[src/rtl/excess3_decoder_if.sv]
// Excess-3 digit input and binary word output handshake bundle.
// The producer/sink side uses master; the decoder uses slave.
interface excess3_decoder_if #(
  parameter int OUT_W = 14,
  parameter int CW    = 3
);
  logic             in_valid;
  logic             in_ready;
  logic [3:0]       in_digit;
  logic             in_last;
  logic             out_valid;
  logic             out_ready;
  logic [OUT_W-1:0] out_value;
  logic [1:0]       out_err;
  logic [CW-1:0]    out_ndig;

  modport master (
    output in_valid, in_digit, in_last, out_ready,
    input  in_ready, out_valid, out_value, out_err, out_ndig
  );

  modport slave (
    input  in_valid, in_digit, in_last, out_ready,
    output in_ready, out_valid, out_value, out_err, out_ndig
  );
endinterface

[src/rtl/excess3_decoder.sv]
// Accumulates MSB-first excess-3 digits into a binary word; result valid one cycle after the last accept.
// in_ready is low while a finished word waits for out_ready; the 7-segment output shows the last accepted digit.
module excess3_decoder #(
  parameter int NDIGITS = 4,
  parameter int OUT_W   = 14,
  parameter int CW      = $clog2(NDIGITS + 1)
) (
  input  logic                clk,
  input  logic                rst,
  excess3_decoder_if.slave    bus,
  output logic [6:0]          seg
);

  function automatic longint unsigned pow10(input int n);
    longint unsigned p;
    p = 64'd1;
    for (int i = 0; i < n; i++) p = p * 64'd10;
    return p;
  endfunction

  localparam longint unsigned MAX_VAL  = pow10(NDIGITS) - 64'd1;
  localparam longint unsigned OUT_SPAN = 64'd1 << OUT_W;

  generate
    if (OUT_SPAN <= MAX_VAL) begin : g_width_check
      $error("excess3_decoder: OUT_W too narrow for NDIGITS decimal digits");
    end
  endgenerate

  typedef enum logic {
    ACC  = 1'b0,
    DONE = 1'b1
  } state_t;

  // Active-low {a,b,c,d,e,f,g}; anything outside 0..9 or an invalid code blanks the display.
  function automatic logic [6:0] seg_pat(input logic ok, input logic [3:0] d);
    logic [6:0] p;
    p = 7'b1111111;
    if (ok) begin
      case (d)
        4'd0:    p = 7'b0000001;
        4'd1:    p = 7'b1001111;
        4'd2:    p = 7'b0010010;
        4'd3:    p = 7'b0000110;
        4'd4:    p = 7'b1001100;
        4'd5:    p = 7'b0100100;
        4'd6:    p = 7'b1100000;
        4'd7:    p = 7'b0001111;
        4'd8:    p = 7'b0000000;
        4'd9:    p = 7'b0001100;
        default: p = 7'b1111111;
      endcase
    end
    return p;
  endfunction

  state_t           r_state;
  logic [OUT_W-1:0] r_acc;
  logic [CW-1:0]    r_cnt;
  logic [1:0]       r_err;
  logic             r_out_valid;
  logic [OUT_W-1:0] r_out_value;
  logic [1:0]       r_out_err;
  logic [CW-1:0]    r_out_ndig;
  logic [6:0]       r_seg;

  logic             w_code_ok;
  logic [3:0]       w_d;
  logic [OUT_W-1:0] w_acc_next;
  logic [CW-1:0]    w_cnt_next;
  logic             w_full;
  logic             w_final;
  logic [1:0]       w_err_next;
  logic [6:0]       w_seg_next;

  assign w_code_ok  = (bus.in_digit >= 4'd3) && (bus.in_digit <= 4'd12);
  assign w_d        = w_code_ok ? (bus.in_digit - 4'd3) : 4'd0;
  // acc*10 as shift-add; the width check above guarantees it cannot overflow.
  assign w_acc_next = (r_acc << 3) + (r_acc << 1) + OUT_W'(w_d);
  assign w_cnt_next = r_cnt + CW'(1);
  assign w_full     = (w_cnt_next == CW'(NDIGITS));
  assign w_final    = bus.in_last | w_full;
  assign w_err_next = {r_err[1] | (w_full & ~bus.in_last), r_err[0] | ~w_code_ok};
  assign w_seg_next = seg_pat(w_code_ok, w_d);

  always_ff @(posedge clk) begin
    if (rst) begin
      r_state     <= ACC;
      r_acc       <= '0;
      r_cnt       <= '0;
      r_err       <= '0;
      r_out_valid <= 1'b0;
      r_out_value <= '0;
      r_out_err   <= '0;
      r_out_ndig  <= '0;
      r_seg       <= 7'b1111111;
    end else begin
      case (r_state)
        ACC: begin
          if (bus.in_valid) begin
            r_acc <= w_acc_next;
            r_cnt <= w_cnt_next;
            r_err <= w_err_next;
            r_seg <= w_seg_next;
            if (w_final) begin
              r_state     <= DONE;
              r_out_valid <= 1'b1;
              r_out_value <= w_acc_next;
              r_out_err   <= w_err_next;
              r_out_ndig  <= w_cnt_next;
            end
          end
        end
        DONE: begin
          // Result fields stay as-is after the handshake; only the word state is cleared.
          if (r_out_valid && bus.out_ready) begin
            r_state     <= ACC;
            r_out_valid <= 1'b0;
            r_acc       <= '0;
            r_cnt       <= '0;
            r_err       <= '0;
          end
        end
      endcase
    end
  end

  assign bus.in_ready  = (r_state == ACC);
  assign bus.out_valid = r_out_valid;
  assign bus.out_value = r_out_value;
  assign bus.out_err   = r_out_err;
  assign bus.out_ndig  = r_out_ndig;
  assign seg           = r_seg;

endmodule

[src/flat_wrapper.sv]
// flat-port wrapper written by rule: the top's interface ports become plain ports
module excess3_decoder_flat 
#(
  parameter int NDIGITS = 4,
  parameter int OUT_W   = 14,
  parameter int CW      = $clog2(NDIGITS + 1)
)
  (clk, rst, seg, bus_in_valid, bus_in_digit, bus_in_last, bus_out_ready, bus_in_ready, bus_out_valid, bus_out_value, bus_out_err, bus_out_ndig);
  excess3_decoder_if #(.OUT_W(OUT_W), .CW(CW)) bus_i ();
  input  logic clk;
  input  logic rst;
  output logic [6:0] seg;
  input wire logic [$bits(bus_i.in_valid)-1:0] bus_in_valid;
  input wire logic [$bits(bus_i.in_digit)-1:0] bus_in_digit;
  input wire logic [$bits(bus_i.in_last)-1:0] bus_in_last;
  input wire logic [$bits(bus_i.out_ready)-1:0] bus_out_ready;
  output wire logic [$bits(bus_i.in_ready)-1:0] bus_in_ready;
  output wire logic [$bits(bus_i.out_valid)-1:0] bus_out_valid;
  output wire logic [$bits(bus_i.out_value)-1:0] bus_out_value;
  output wire logic [$bits(bus_i.out_err)-1:0] bus_out_err;
  output wire logic [$bits(bus_i.out_ndig)-1:0] bus_out_ndig;
  assign bus_i.in_valid = bus_in_valid;
  assign bus_i.in_digit = bus_in_digit;
  assign bus_i.in_last = bus_in_last;
  assign bus_i.out_ready = bus_out_ready;
  assign bus_in_ready = bus_i.in_ready;
  assign bus_out_valid = bus_i.out_valid;
  assign bus_out_value = bus_i.out_value;
  assign bus_out_err = bus_i.out_err;
  assign bus_out_ndig = bus_i.out_ndig;
  excess3_decoder #(.NDIGITS(NDIGITS), .OUT_W(OUT_W), .CW(CW)) u_core (.clk(clk), .rst(rst), .bus(bus_i), .seg(seg));
endmodule
[config.mk]
export PLATFORM = sky130hd
export DESIGN_NAME = excess3_decoder_flat
export DESIGN_NICKNAME = d
export VERILOG_FILES = /design/src/rtl/excess3_decoder_if.sv /design/src/rtl/excess3_decoder.sv /design/src/flat_wrapper.sv
export SDC_FILE = /design/constraint.sdc
export NUM_CORES = 1
export LEC_CHECK = 0
export CAP_MARGIN = 20
export CELL_PAD_IN_SITES_DETAIL_PLACEMENT = 0
export CELL_PAD_IN_SITES_GLOBAL_PLACEMENT = 1
export CORE_ASPECT_RATIO = 1.4
export CORE_MARGIN = 10
export CORE_UTILIZATION = 44
export CTS_CLUSTER_SIZE = 20
export DETAILED_ROUTE_END_ITERATION = 10
export PLACE_DENSITY_LB_ADDON = 0.2
export SLEW_MARGIN = 30
export SYNTH_ARGS = -nofsm -noshare
export SYNTH_HDL_FRONTEND = slang
export SYNTH_SLANG_ARGS = --single-unit
[constraint.sdc]
create_clock -name clk -period 6.8 [get_ports clk]
set_clock_uncertainty 0.05 [all_clocks]
set_input_delay 2.04 -clock clk [delete_from_list [all_inputs] [get_ports clk]]
set_output_delay 2.04 -clock clk [all_outputs]
set_load 0.1 [all_outputs]
# Word-level counts from Yosys, hierarchy flattened
# Memory sizes are Yosys's and may differ from the RTL's.
# Cells that the tools add are included.
[totals]
mem_count = 1
romBits = 112
wordCells = 52
output_inout_bits = 28
ff_bits = 46
[mem_list]
columns = ["memory", "depth", "width", "rd", "rd_ports_with_merged_regs", "wr", "line", "rtl"]
rows = [
  ["(no name shown)", 16, 7, 1, 0, 0, "excess3_decoder.sv:40", "case (d)"],
]
[classes]
n_addsub = 4
bitwise_logic = 7
n_mux = 19
magnitude_cmp = 2
n_reduce_logical = 6
n_eq_ne = 4
[ops]
columns = ["operator", "n"]
rows = [
  ["$mux W13", 2],
  ["$pmux W13 S2", 1],
  ["$add A14 B14 Y14", 1],
  ["$add A14 B4 Y14", 1],
  ["$mux W7", 1],
  ["$mux W1", 6],
  ["$mux W3", 2],
  ["$pmux W3 S2", 1],
  ["$reduce_and A3 Y1", 2],
  ["$ge A4 B2 Y1 const B", 1],
  ["$le A4 B4 Y1 const B", 1],
  ["$mux W2", 2],
  ["$mux W4", 1],
  ["$ne A2 B2 Y1 const B", 2],
  ["$pmux W1 S2", 2],
  ["$pmux W2 S2", 1],
  ["$reduce_and A2 Y1", 2],
  ["$sub A4 B2 Y4 const B", 1],
  ["$add A3 B1 Y3 const B", 1],
  ["$eq A3 B3 Y1 const B", 1],
  ["$not A1 Y1", 3],
  ["$or A1 B1 Y1", 3],
  ["$logic_and A1 B1 Y1", 2],
  ["$ne A2 B1 Y1 const B", 1],
  ["$and A1 B1 Y1", 1],
]

# Logic depth before layout (Yosys ltp)
# Gate-level depths: netlist of run 1.
[depth]
ltp_word = 6
ltp_mapped = 16
mapped_depth_nobuf = 15

# Worst setup path before layout of run 1
# No wires, ideal clock.
[synth_path]
path_type = "in2reg"
start = "input port bus_in_digit[0]"
end = "register u_core.r_out_value[12], in the netlist u_core.bus.out_value[12]"
setup_slack_ps = 1808
t_arrival_ps = 4846
setup_time_ps = 95
required_ps = 6655
stages = 15
cell_sequence = "clkbuf_1 -> inv_1 -> ha_1 -> nor2b_1 -> a21o_1 -> nor2_1 -> ha_1 -> ha_1 -> inv_1 -> fa_1 -> inv_1 -> a21o_1 -> a221o_1 -> a311o_1 -> o311ai_1"
[synth_between]
elab_chain_cells = 4
elab_cells_between_ends = 6
[synth_lines]
columns = ["element", "line", "rtl"]
rows = [
  ["start: declaration", "flat_wrapper.sv:14", "input wire logic [$bits(bus_i.in_digit)-1:0] bus_in_digit;"],
  ["$ge A4 B2 Y1 or $le A4 B4 Y1 (tied branches)", "excess3_decoder.sv:76", "assign w_code_ok = (bus.in_digit >= 4'd3) && (bus.in_digit <= 4'd12);"],
  ["$logic_and A1 B1 Y1", "excess3_decoder.sv:76", ""],
  ["$mux W4 (*)", "excess3_decoder.sv:77", "assign w_d = w_code_ok ? (bus.in_digit - 4'd3) : 4'd0;"],
  ["$add A14 B4 Y14 (*)", "excess3_decoder.sv:79", "assign w_acc_next = (r_acc << 3) + (r_acc << 1) + OUT_W'(w_d);"],
  ["end signal: assignment", "excess3_decoder.sv:108", "r_out_value <= w_acc_next;"],
  ["end: declaration", "excess3_decoder.sv:62", "logic [OUT_W-1:0] r_out_value;"],
]
# Mark *: on every way between the ends. The rest lies on a longest branch, timed or not.
# A chain may end at the register's enable or synchronous reset.

# Final worst setup path of run 1
# Ends and elaborated chain as after synthesis.

==> results.md, run 1 <==
- Flip-flop and latch count after synthesis: 46
- Met1 routing resource usage after global routing: 0.1549
- CP Launch Type: primary input
- Synth cell count leaders: 46 x dfxtp_1, 39 x nand2_1, 32 x nor2_1, 30 x ha_1, 25 x a21oi_1
- Type of element capturing the critical path: flop
- Number of buffer and inverter instances along the worst setup path: 4
- Maximum level of the CTS H-tree: 2
- DP Area: 3097 um2
- Area of the die: 9725 um2
- Area Growth Syn to Fin: 18.46%
- Horizontal extent of the die: 86.25 um
- Required time at the worst-slack endpoint: 6960 ps
- Total via count after detailed routing: 2,405
- Wire length after detailed routing: 6819 um
- Average cell area after synthesis: 8.218 um2
- Antenna-violating nets left: 0
- CP max FO: 10
- Cell taking the most area after synthesis: dfxtp_1
- Sum Neg Setup Slack: 0 ps
- Crit-path max cell delay: 650 ps
- Final instance area: 3203 um2
- Count of nets after finishing: 396
- Static leakage power: 1.357 nW
- Min Clock Period, post-route: 5756 ps
- Worst-Skew Late Latency: 300 ps
- Number of core rows: 33
- Placed cells: 418
- Area fraction of the dominant cell type after synthesis: 0.3406
- Gate family responsible for the most delay along the worst path: compound AO/OA/AOI/OAI gates
- Top-level port count: 37
- Post-synth design cell area: 2704 um2
- First-pass GRT wire length: 11,470 um
- Global route total overflow: 0
- Routed wire length per instance: 16.01 um
- TritonCTS clock tree: done
- Cell type with the highest occurrence count on the critical path: inv_1
- Max-slew headroom: 0.3297
- Met2 track demand over resource: 0.2501
- Number of remaining DRC errors: 0
- Setup-failing EPs final: 0
- Routed via count divided by cell count: 5.646
- Number of pins with negative max-slew slack in the final report: 0
- Most used routing layer in global routing: met2
- Root buffer cell: clkbuf_8
- Clock slew at reported path FFs: 90 ps
- Cell breakdown of the critical path: clkdlybuf4s50_1 -> ha_1 -> inv_1 -> a211oi_1 -> a31oi_1 -> o21ai_0 -> inv_1 -> fa_1 -> fa_1 -> inv_1 -> a21o_1 -> a221o_1 -> a311o_1 -> o311ai_1
- Post-cts repair resize count: 0
- Dominant register cell in the synthesized netlist: dfxtp_1
- Overall routing resource usage: 0.1414
- Input/output buffers: 36
- Worst slew pin tran: 1002 ps
- Area of the core region: 5904 um2
- Yosys cell types: 42
- IR Drop Worst-Case VDD: 120.1 uV
- Clock buffers created by TritonCTS: 5
- Pwr/cell area: 224.6 nW/um2
- Ant. Diodes: 0
- Final hold viol count: 0
- Post-synth EDFFs: 0
- Largest cells by area after synthesis: dfxtp_1 34%, ha_1 14%, nand2_1 5.4%
- Setup Fix Bufs, Post-CTS: 0
- Die Y: 112.8 um
- WP data arrival: 5920 ps
- Final Wtd Congestion: 0.8222
- Class of the most critical setup path: in2reg
- Met3 track demand over resource in global routing: 0.02513
- Cell with the most instances after synthesis: dfxtp_1
- Async S/R FF share, synth: 0
- Post-Layout Cell Count: 426
- Placed wire-length estimate after detailed placement: 5026 um
- Sequential cell area fraction in the yosys report: 0.3406
- Count of clock tree sinks: 46
- Unrepaired setup endpoints after global routing: no
- Synth Instances: 329
- Maxcap violations: 0
- Post-route fraction of the period consumed by the critical path: 0.8464
- Synth Warn #: 0
- Maximum number of pins on one net before global-route repair: 38
- Detailed Routing Iterations Pass 1: 4
- Min-Delay Path Class: reg2reg
- Number of design-rule violations left by the first detailed-router iteration: 120
- Maximum count of clock buffers along a single path: 2
- Number of global-route vias before repair: 2,439
- Initial Utilization: 0.4579
- Run status: finished clean
- Fmax achieved: 173.7 MHz
- Critical Path Slowest Stage Cell: clkdlybuf4s50_1
- Number of antenna violations at the first check in global routing: 0
- # hold bufs at CTS: 0
- Proportion of layout cells with a drive suffix above 1: 0.04213
- Synth Net Count: 370
- Filler cells: 613
worst reg2reg max path, stage by stage (launching register included):
cell and delay [ps]:
dfxtp_1 370, inv_1 70, fa_1 600, fa_1 240, inv_1 50, a21o_1 180
a221o_1 330, a311o_1 380, o311ai_1 280
layer usage:
metal	share of wire	vias to the layer above
met5	0	-
met1	0.42	1121
met2	0.50	56
met4	0.031	0
li1	-	1214
met3	0.044	14
state kept, by name (all words and copies together) (netlist names):
register and count:
u_core.bus.out_value 14, u_core.r_acc 13, u_core.seg 7, u_core.bus.out_ndig 3, u_core.r_cnt 3, u_core.bus.out_err 2
u_core.r_err 2, u_core.bus.out_valid 1, u_core.r_state 1
stage by stage:
step           worst slack (ps)  hold WS [ps]  utilization  power (mW)
2_1_floorplan              1808         387.0            -      0.4705
3_5_place_dp              729.1         397.0       0.5245      0.5245
3_3_place_gp              857.8         392.3       0.5245      0.5234
4_1_cts                    1030         409.3       0.5425      0.7260
6_report                   1044         405.4       0.5425      0.7194
5_1_grt                   733.2         431.8       0.5425      0.7537
final cells by class:
cell class | instances | area [um2] | share of cell area
sequential | 46 | 920.9 | 0.2875
clock buffer | 7 | 76.32 | 0.02383
multi-input combinational | 244 | 1634 | 0.5102
timing repair buffer | 39 | 382.9 | 0.1195
inverter | 19 | 71.32 | 0.02227
clock inverter | 1 | 30.03 | 0.009375
tap | 70 | 87.58 | 0.02734
power by group:
part           switching (mW)  total (mW)  internal [mW]
clock network          0.0916       0.202          0.110
logic                   0.154       0.221         0.0662
registers              0.0118       0.297          0.285
placed cells by master, fill, tap and decap left out, types with 2 or more instances in the layout:
cell type	count
a211oi_1	3
a21o_1	5
a21oi_1	25
a22oi_1	10
a31oi_1	6
buf_4	3
clkbuf_1	2
clkbuf_8	5
clkdlybuf4s50_1	36
dfxtp_1	46
fa_1	2
ha_1	30
inv_1	19
mux2i_1	2
nand2_1	39
nand2b_1	2
nand3_1	11
nand3b_1	2
nor2_1	32
nor2b_1	4
nor3_1	12
nor3b_1	2
o211ai_1	2
o21a_1	2
o21ai_0	10
o221ai_1	2
o22ai_1	6
o311ai_0	4
o311ai_1	2
o31ai_1	4
xnor2_1	7
xor2_1	4
xor2_2	2
worst paths after layout:
| check | start | slack, ps | endpoint | depth (start not counted) |
|---|---|---|---|---|
| worst max-delay path | bus_in_digit[0] | 1040 | u_core.bus.out_value[12]$_SDFFE_PP0P_ | 14 |
| worst min-delay path | u_core.bus.out_value[7]$_SDFFE_PP0P_ | 410 | u_core.bus.out_value[7]$_SDFFE_PP0P_ | 2 |
| worst max register to register | u_core.r_acc[0]$_SDFFE_PP0P_ | 4150 | u_core.bus.out_value[12]$_SDFFE_PP0P_ | 8 |
| worst min register to register | u_core.bus.out_value[7]$_SDFFE_PP0P_ | 410 | u_core.bus.out_value[7]$_SDFFE_PP0P_ | 2 |
kinds of logic (layout without fill, tap and decap cells):
kind of cell / Yosys count / after routing / share of synthesized area
AOI/OAI and AO/OA: 89 / 89 / 0.2152
xor gates and xnor gates: 13 / 13 / 0.04766
adders and majority gates: 32 / 32 / 0.1536
buffers and inverters: 39 / 66 / 0.05738
DFF: 46 / 46 / 0.3406
muxes: 3 / 3 / 0.01157
and+or+nand+nor: 107 / 107 / 0.1740
Note: power is estimated with default switching activity, not from simulation.
==> run 2: changes to the inputs <==
--- a/config.mk
+++ b/config.mk
@@ -10,7 +10,7 @@
 export CELL_PAD_IN_SITES_GLOBAL_PLACEMENT = 1
 export CORE_ASPECT_RATIO = 1.4
 export CORE_MARGIN = 10
-export CORE_UTILIZATION = 44
+export CORE_UTILIZATION = 41
 export CTS_CLUSTER_SIZE = 20
 export DETAILED_ROUTE_END_ITERATION = 10
 export PLACE_DENSITY_LB_ADDON = 0.2
==> constraint.sdc (replaced) <==
create_clock -name clk -period 5.3 [get_ports clk]
set_clock_uncertainty 0.05 [all_clocks]
set_input_delay 1.59 -clock clk [delete_from_list [all_inputs] [get_ports clk]]
set_output_delay 1.59 -clock clk [all_outputs]
set_load 0.1 [all_outputs]
==> run 2 against run 1 <==
Net effect:
- critical path depth rose by 1
- cell area rose by 0.78%
- utilization fell by 4.4 points
- clock power rose by 6%
- via count rose by 1.5%
- global-route usage rose by 0.37 points
- sequential share of layout area fell by 0.22 points
==> results.md, run 2 (synthesized netlist as in run 1, its figures left out) <==
- CP max FO: 9 (-1)
- Post-cts repair resize count: 0 (unchanged)
- Area Growth Syn to Fin: 19.39%
- Most frequent cells in the layout: 46 x dfxtp_1, 39 x nand2_1, 35 x clkdlybuf4s50_1
- Number of design-rule violations left by the first detailed-router iteration: 127 (+5.8%)
- Overall routing resource usage: 0.1451 (+0.003704)
- Wire length after detailed routing: 7088 um (+3.9%)
- Number of remaining DRC errors: 0 (unchanged)
- Routed via count divided by cell count: 5.635 (-0.18%)
- Maximum level of the CTS H-tree: 2 (unchanged)
- Detailed Routing Iterations Pass 1: 6 (+2)
- Die Y: 116.1 um (+3.0%)
- Static leakage power: 1.377 nW (+1.4%)
- Sum Neg Setup Slack: 0 ps (unchanged)
- Pwr/cell area: 274.0 nW/um2 (+22%)
- Min Clock Period, post-route: 4915 ps
- Hold path cells: 2 (unchanged)
- Count of clock tree sinks: 46 (unchanged)
- Origin of the worst min-delay path: u_core.bus.out_value[7]$_SDFFE_PP0P_
- # hold bufs at CTS: 0 (unchanged)
- DP Area: 3151 um2 (+1.7%)
- Post-route fraction of the period consumed by the critical path: 0.9273
- Worst hold endpoint: u_core.bus.out_value[7]$_SDFFE_PP0P_
- Routed wire length per instance: 16.37 um (+2.3%)
- Final instance area: 3228 um2 (+0.78%)
- CP Launch Type: primary input
- Reg-to-reg critical path endpoint: u_core.bus.out_value[12]$_SDFFE_PP0P_
- Type of element capturing the critical path: flop
- Largest register FFs: 14 (unchanged)
- Minimum setup slack in the final design: 385.5 ps (-658.7 ps)
- Cell depth of the worst flop-to-flop path: 8 (unchanged)
- Worst-case register-to-register setup slack: 2670 ps (-1480 ps)
- Area of the core region: 6481 um2 (+9.8%)
- Maximum number of pins on one net before global-route repair: 38 (unchanged)
- Number of pins with negative max-slew slack in the final report: 0 (unchanged)
- Placed wire-length estimate after detailed placement: 5294 um (+5.3%)
- Final hold viol count: 0 (unchanged)
- Antenna-violating nets left: 0 (unchanged)
- Worst slew pin tran: 1012 ps (+9.613 ps)
- Max-slew headroom: 0.3233 (-0.006429)
- Top-level port count: 37 (unchanged)
- Run status: finished clean
- Number of core rows: 35 (+6.1%)
- Total via count after detailed routing: 2,440 (+1.5%)
- IR Drop Worst-Case VDD: 125.3 uV (+4.3%)
- WP data arrival: 5060 ps (-860 ps)
- Class of the most critical setup path: in2reg
- Count of nets after finishing: 401 (+1.3%)
- Maxcap violations: 0 (unchanged)
- Global route total overflow: 0 (unchanged)
- Final Wtd Congestion: 0.8428 (+2.5%)
- Clock slew at reported path FFs: 80 ps (about the same)
- Setup Fix Bufs, Post-CTS: 0 (unchanged)
- Initial Utilization: 0.4172 (-0.04075)
- Proportion of layout cells with a drive suffix above 1: 0.06128 (+0.01915)
- Root buffer cell: clkbuf_8
- Number of global-route vias before repair: 2,450 (+0.45%)
- Maximum count of clock buffers along a single path: 2 (unchanged)
- R2r startpoint: u_core.r_acc[2]$_SDFFE_PP0P_
- First-pass GRT wire length: 11,870 um (+3.5%)
- TritonCTS clock tree: done
- Min-Delay Path Class: reg2reg
- Pre-CTS setup slack: 73.20 ps (-655.9 ps)
- Worst-Skew Late Latency: 290 ps (about the same)
- Required time at the worst-slack endpoint: 5450 ps (-1510 ps)
- Area of the die: 10,290 um2 (+5.8%)
- Input/output buffers: 36 (unchanged)
- Number of antenna violations at the first check in global routing: 0 (unchanged)
- Setup-failing EPs final: 0 (unchanged)
- Ant. Diodes: 0 (unchanged)
- Filler cells: 677 (+10%)
- Most frequent standard cell in the layout excluding fill and tap cells: dfxtp_1
- Fmax achieved: 203.5 MHz
- Clock buffers created by TritonCTS: 5 (unchanged)
- Horizontal extent of the die: 88.64 um (+2.8%)
- Unrepaired setup endpoints after global routing: no
[run 2: cell count changes in the layout (fill, tap and decap cells not counted), sizes merged]
cell / before / now
bufinv: 1 / 0
buf: 3 / 9
clkbuf: 7 / 6
clkdlybuf4s50: 36 / 35
[run 2: how the worst max path moves through the flow]
stage | startpoint | slack [ps] | endpoint | cells after the start
6_report | bus_in_digit[0] | 390 | u_core.bus.out_value[12]$_SDFFE_PP0P_ | 15
5_1_grt | bus_in_digit[0] | 70 | u_core.r_acc[12]$_SDFFE_PP0P_ | 15
4_1_cts | bus_in_digit[0] | 370 | u_core.bus.out_value[12]$_SDFFE_PP0P_ | 15
3_5_place_dp | bus_in_digit[0] | 70 | u_core.bus.out_value[12]$_SDFFE_PP0P_ | 15
3_3_place_gp | bus_in_digit[0] | 170 | u_core.bus.out_value[12]$_SDFFE_PP0P_ | 15
2_1_floorplan | bus_in_digit[0] | 760 | u_core.bus.out_value[12]$_SDFFE_PP0P_ | 15
[run 2: report_power, final]
group          leakage (nW)  total [mW]  switching [mW]  internal (mW)
Combinational         0.959       0.288           0.201         0.0877
Clock                0.0431       0.215           0.114          0.101
Sequential            0.375       0.381          0.0150          0.366
Total                  1.38       0.884           0.330          0.555
[run 2: critical path: stages]
cell and delay, ps:
clkdlybuf4s50_1 520, ha_1 280, buf_4 180, nor3_1 200, a21o_1 230, nor2_1 80
ha_1 270, ha_1 210, inv_1 70, fa_1 200, inv_1 50, a21o_1 180
a221o_1 330, a311o_1 380, o311ai_1 280
[run 2: area by class of cell]
type / instances / area, um2 / area share
inverters: 19 / 71.32 / 0.02209
well taps: 74 / 92.59 / 0.02868
repair buffers: 44 / 415.4 / 0.1287
clock buffers: 6 / 82.58 / 0.02558
flip-flops and latches: 46 / 920.9 / 0.2853
multi-input cells: 244 / 1645 / 0.5097
[run 2: per-layer routing]
metal	up-vias	share of wire	global-route usage
li1	1225	-	-
met1	1164	0.42	0.1636
met3	13	0.033	0.02883
met4	0	0.021	0.04973
met2	38	0.52	0.2608
met5	-	0	0
[run 2: metrics by stage]
stage                     std cells  total power [mW]    util  hold WS [ps]
after floorplan                 329            0.6037       -         387.0
after global placement          427            0.6789  0.4849         394.4
after detailed placement        427            0.6799  0.4861         396.5
after CTS                       433            0.8959  0.4988         407.8
after global routing            433            0.9365  0.4981         427.5
final                           433            0.8844  0.4981         404.9
